<file path="src/rtl/mc_controller.sv">
// mc_controller: multicycle MIPS-subset control FSM (Moore, Mealy pcen).
// Optional: define MC_CONTROLLER_BNE_EN to add bne (op 000101).
//
// Ports:
//   clk, reset          - clock, synchronous active-high reset
//   op, funct, zero     - opcode/funct from IR, ALU zero flag
//   pcen, irwrite,      - datapath write enables
//   memwrite, regwrite
//   iord, alusrca,      - datapath mux selects
//   alusrcb, regdst,
//   memtoreg, pcsrc
//   alucontrol          - ALU operation
//   done, illegal       - retire / unsupported-instruction pulses
//   instr_count         - retired instruction count (wraps)
//   state               - current FSM state, for debug
module mc_controller #(
  parameter int N = 32
) (
  input  logic         clk,
  input  logic         reset,
  input  logic [5:0]   op,
  input  logic [5:0]   funct,
  input  logic         zero,
  output logic         pcen,
  output logic         irwrite,
  output logic         memwrite,
  output logic         regwrite,
  output logic         iord,
  output logic         alusrca,
  output logic [1:0]   alusrcb,
  output logic         regdst,
  output logic         memtoreg,
  output logic [1:0]   pcsrc,
  output logic [2:0]   alucontrol,
  output logic         done,
  output logic         illegal,
  output logic [N-1:0] instr_count,
  output logic [3:0]   state
);

  typedef enum logic [3:0] {
    FETCH  = 4'd0,
    DECODE = 4'd1,
    MEMADR = 4'd2,
    MEMRD  = 4'd3,
    MEMWB  = 4'd4,
    MEMWR  = 4'd5,
    EXEC   = 4'd6,
    ALUWB  = 4'd7,
    BRANCH = 4'd8,
    ADDIEX = 4'd9,
    ADDIWB = 4'd10,
    JUMP   = 4'd11
  } state_t;

  localparam logic [5:0] OP_R    = 6'b000000;
  localparam logic [5:0] OP_LW   = 6'b100011;
  localparam logic [5:0] OP_SW   = 6'b101011;
  localparam logic [5:0] OP_BEQ  = 6'b000100;
  localparam logic [5:0] OP_ADDI = 6'b001000;
  localparam logic [5:0] OP_J    = 6'b000010;
`ifdef MC_CONTROLLER_BNE_EN
  localparam logic [5:0] OP_BNE  = 6'b000101;
`endif

  localparam logic [N-1:0] ONE = {{(N-1){1'b0}}, 1'b1};

  state_t cur, nxt, dec;
  logic   pcwrite, branch, brcond;
  logic   irw, mw, rw, dn, ill;

  always_ff @(posedge clk) begin
    if (reset) begin
      cur         <= FETCH;
      instr_count <= '0;
    end else begin
      cur <= nxt;
      if (done)
        instr_count <= instr_count + ONE;
    end
  end

`ifdef MC_CONTROLLER_BNE_EN
  // Branch polarity latched while op is decoded.
  logic isbne;

  always_ff @(posedge clk) begin
    if (reset)
      isbne <= 1'b0;
    else if (cur == DECODE)
      isbne <= (op == OP_BNE);
  end

  assign brcond = isbne ? ~zero : zero;
`else
  assign brcond = zero;
`endif

  // Reset shows FETCH selects; enables are masked below.
  assign dec = reset ? FETCH : cur;

  always_comb begin
    nxt        = FETCH;
    pcwrite    = 1'b0;
    branch     = 1'b0;
    irw        = 1'b0;
    mw         = 1'b0;
    rw         = 1'b0;
    dn         = 1'b0;
    ill        = 1'b0;
    iord       = 1'b0;
    alusrca    = 1'b0;
    alusrcb    = 2'b00;
    regdst     = 1'b0;
    memtoreg   = 1'b0;
    pcsrc      = 2'b00;
    alucontrol = 3'b010;
    unique case (dec)
      FETCH: begin
        nxt     = DECODE;
        alusrcb = 2'b01;
        irw     = 1'b1;
        pcwrite = 1'b1;
      end
      DECODE: begin
        alusrcb = 2'b11;
        case (op)
          OP_LW, OP_SW: nxt = MEMADR;
          OP_R:         nxt = EXEC;
          OP_BEQ:       nxt = BRANCH;
`ifdef MC_CONTROLLER_BNE_EN
          OP_BNE:       nxt = BRANCH;
`endif
          OP_ADDI:      nxt = ADDIEX;
          OP_J:         nxt = JUMP;
          default: begin
            nxt = FETCH;
            ill = 1'b1;
            dn  = 1'b1;
          end
        endcase
      end
      MEMADR: begin
        nxt     = (op == OP_LW) ? MEMRD : MEMWR;
        alusrca = 1'b1;
        alusrcb = 2'b10;
      end
      MEMRD: begin
        nxt  = MEMWB;
        iord = 1'b1;
      end
      MEMWB: begin
        memtoreg = 1'b1;
        rw       = 1'b1;
        dn       = 1'b1;
      end
      MEMWR: begin
        iord = 1'b1;
        mw   = 1'b1;
        dn   = 1'b1;
      end
      EXEC: begin
        nxt     = ALUWB;
        alusrca = 1'b1;
        case (funct)
          6'b100000: alucontrol = 3'b010;
          6'b100010: alucontrol = 3'b110;
          6'b100100: alucontrol = 3'b000;
          6'b100101: alucontrol = 3'b001;
          6'b101010: alucontrol = 3'b111;
          default:   ill        = 1'b1;
        endcase
      end
      ALUWB: begin
        regdst = 1'b1;
        rw     = 1'b1;
        dn     = 1'b1;
      end
      BRANCH: begin
        alusrca    = 1'b1;
        alucontrol = 3'b110;
        pcsrc      = 2'b01;
        branch     = 1'b1;
        dn         = 1'b1;
      end
      ADDIEX: begin
        nxt     = ADDIWB;
        alusrca = 1'b1;
        alusrcb = 2'b10;
      end
      ADDIWB: begin
        rw = 1'b1;
        dn = 1'b1;
      end
      JUMP: begin
        pcsrc   = 2'b10;
        pcwrite = 1'b1;
        dn      = 1'b1;
      end
      default: nxt = FETCH;
    endcase
  end

  assign pcen     = ~reset & (pcwrite | (branch & brcond));
  assign irwrite  = ~reset & irw;
  assign memwrite = ~reset & mw;
  assign regwrite = ~reset & rw;
  assign done     = ~reset & dn;
  assign illegal  = ~reset & ill;
  assign state    = cur;

endmodule

</file>
<file path="config.mk">
export PLATFORM = sky130hd
export DESIGN_NAME = mc_controller
export DESIGN_NICKNAME = d
export VERILOG_FILES = /design/src/rtl/mc_controller.sv
export SDC_FILE = /design/constraint.sdc
export NUM_CORES = 1
export LEC_CHECK = 0
export CORE_MARGIN = 4
export CORE_UTILIZATION = 45
export CTS_CLUSTER_SIZE = 30
export DETAILED_ROUTE_END_ITERATION = 8
export DONT_BUFFER_PORTS = 1
export GPL_ROUTABILITY_DRIVEN = 0
export MAX_ROUTING_LAYER = met4
export PLACE_DENSITY = 0.59
export SYNTH_ARGS = -nofsm -noshare
export SYNTH_HDL_FRONTEND = slang
export SYNTH_SLANG_ARGS = --single-unit
</file>
<file path="constraint.sdc">
create_clock -name clk -period 5.63 [get_ports clk]
set_input_delay 1.126 -clock clk [delete_from_list [all_inputs] [get_ports clk]]
set_output_delay 1.126 -clock clk [all_outputs]
set_load 0.01 [all_outputs]
</file>
==> run metrics <==
Power Total 0.0004836 W; outcome finished, final reports clean; Routed WL per cell 14.90 um; gr usage total 18.25%; Final min period 3361 ps; Worst VDD drop 0.1202 mV; Worst Path Required 4500 ps; Buf/Inv on CP 0; Post-route DRC 0; area growth from synthesis to layout 4.770%; Ys Warns 0; grt met2 use 26.85%; CP max FO 64; Synth Instances 307; Chip Height 81.24 um; HP Class reg2reg; arrival time of the worst setup path 2230 ps; grt met1 use 24.01%; Pleak 0.8917 nW; gr busiest metal met2; FF-to-FF Start state[2]; fin. max-slew vios 0; clock latency at the later pin of the worst-skew pair 290 ps; Synth area leader dfxtp_1; crit share post-route 59.69%; Routed Antenna Nets 0; Max Cap Viol 0; Worst R2R Path Depth 5; antenna violations before repair 0; Synth Flop Type dfxtp_1; vias in the first global route 1,923; Hold Fails Final Rpt 0; Worst Hold End instr_count[2]; pre-CTS setup slack 2253 ps; setup ws final 2269 ps; drt pass-1 iters 4; Post-Syn Nets 323; ys async rst share 0%; WHS Path Cells 1; cts hold-fix bufs 0; die area 6599 sq um; CP top delay family simple AND/OR/NAND/NOR gates; largest net degree at the start of global routing 65; chip width 81.24 um; Crit Path Class in2out; CTS tree yes; vias 2,109; top-area cell type share of the netlist area 29.86%; Seq/Total Area, Yosys 29.86%; # resized after CTS 0; Distinct cells, synth 46; TritonCTS Sinks 36; clk_skew 2.951 ps; RSZ-0062 raised after global routing no; IO Port Bufs 0; CP max stage cell o41ai_1; HPWL after DPL 3937 um; Post-Layout Inst Area 2529 sq um; worst slew pin tran 816.5 ps; vias per std cell 5.700; # Post-CTS Setup Buffers 0; CTS Buffer Depth 2; CP Capture Type output port; setup_tns 0 ps; clk slew on worst S/H paths 70 ps; EDFF count, synth 0; Top Ports 68; max frequency 0.2975 GHz; dpl cell area 2439 sq um; Hold Slack 562.3 ps; H-tree depth 2; Worst path max stage delay 480 ps; worst r2r dst instr_count[29]; Rows 26; drt initial violations 121; # nets final 315; Synth area leaders dfxtp_1 30%, mux2_1 7.5%, nor2b_1 7.3%; total core area 5140 sq um; clk root buf clkbuf_8; normalized max-slew margin 45.40%; first-pass GRT wire length 9390 um; Power per Cell Area 191.2 nW/um^2; final setup fails 0; GRT met3 Usage 5.543%; Yosys reg bits 36; Total Routed Length 5514 um; Worst R2R Setup Slack 2960 ps; antenna cells 0; initial core utilization 46.96%; Synth Area per Inst 7.862 sq um; synthesized area 2414 sq um; hold_sp instr_count[2]; crit path cell chain nor2_1, nand3_1, or2_2, o41ai_1; layout cells sized above 1 9.000%; Setup crit start kind input pin; CTS Buf Count 5; total global routing overflow 0
-- cells in the mapped netlist, types with 2 or more instances --
library cell	n
mux2_1	16
nand2_1	24
clkbuf_1	10
dfxtp_1	36
nand2b_1	7
a21oi_1	24
mux2_2	10
buf_2	5
nand3_1	18
o21ai_1	2
xnor2_1	2
a211oi_1	7
and2_1	2
nor2_1	43
nor2b_1	28
and3_1	4
mux2i_1	3
nor3_1	9
xor2_1	2
inv_1	6
o22ai_1	2
nor4_1	3
o21ai_0	8
or2_2	2
nor4_4	2
o211ai_1	3
o31ai_1	2
a21o_1	2
nand4_1	8
-- logic make-up (layout without fill, tap and decap cells) --
kind of cell,after synthesis,in the layout,synth area share [%]
multiplexers,29,29,13.37
AO/OA/AOI/OAI,58,58,15.71
adder cells (fa/ha/maj),2,2,0.9331
flip-flops,36,36,29.86
XOR/XNOR,4,4,1.452
AND/OR/NAND/NOR,157,157,35.15
buffers and inverters,21,14,3.525
-- cell type report --
type | instances | area (sq um)
clock buffer | 8 | 90.09
tap | 70 | 87.58
multi-input combinational | 250 | 1608
fill | 547 | 2611
inverter | 6 | 22.52
sequential | 36 | 720.7
-- flip-flops by register name, indices dropped and copies added (netlist names) --
register	cells
state	4
instr_count	32
-- metrics by stage --
step / std cells / utilization, %
after floorplan: 307 / -
final: 370 / 49.20
after global routing: 370 / 49.20
after global placement: 362 / 47.44
after CTS: 370 / 49.20
after detailed placement: 362 / 47.44
-- how the worst max path moves through the flow --
stage,to,start,cells past startpoint
2_1_floorplan,alucontrol[2],reset,5
3_3_place_gp,alucontrol[2],reset,4
3_5_place_dp,alucontrol[2],reset,4
4_1_cts,alucontrol[2],state[1],4
5_1_grt,alucontrol[2],state[1],4
6_report,alucontrol[2],reset,4
-- cell usage in the layout, fill, tap and decap left out, types with 2 or more instances in the layout --
| cell | instances |
|---|---|
| mux2i_1 | 3 |
| nor2_1 | 43 |
| or2_2 | 2 |
| nor4_4 | 2 |
| nand2b_1 | 7 |
| nand2_1 | 24 |
| nor4_1 | 3 |
| nor3_1 | 9 |
| dfxtp_1 | 36 |
| nor2b_1 | 28 |
| xor2_1 | 2 |
| mux2_2 | 10 |
| nand3_1 | 18 |
| o21ai_1 | 2 |
| clkbuf_1 | 2 |
| a211oi_1 | 7 |
| o211ai_1 | 3 |
| o21ai_0 | 8 |
| and2_1 | 2 |
| a21oi_1 | 24 |
| xnor2_1 | 2 |
| and3_1 | 4 |
| o31ai_1 | 2 |
| clkbuf_8 | 6 |
| mux2_1 | 16 |
| a21o_1 | 2 |
| nand4_1 | 8 |
| o22ai_1 | 2 |
| inv_1 | 6 |
-- worst reg2reg max path: stages (launching register included) --
cell	delay, ps
dfxtp_1	730
nand2b_1	230
o22ai_1	380
o211ai_2	420
a2111oi_4	460
mux2_1	350
-- where the power goes --
part           switching (W)  internal [W]  leakage [nW]
Sequential        0.00000596      0.000256         0.290
Combinational      0.0000184     0.0000126         0.556
Clock              0.0000903     0.0000998        0.0455
-- per-layer routing --
metal	part of all wire (%)	up-vias
li1	-	1071
met5	0	-
met3	8.8	9
met1	46	954
met2	43	75
met4	1.4	0
Power figures use the tool's default switching activity.
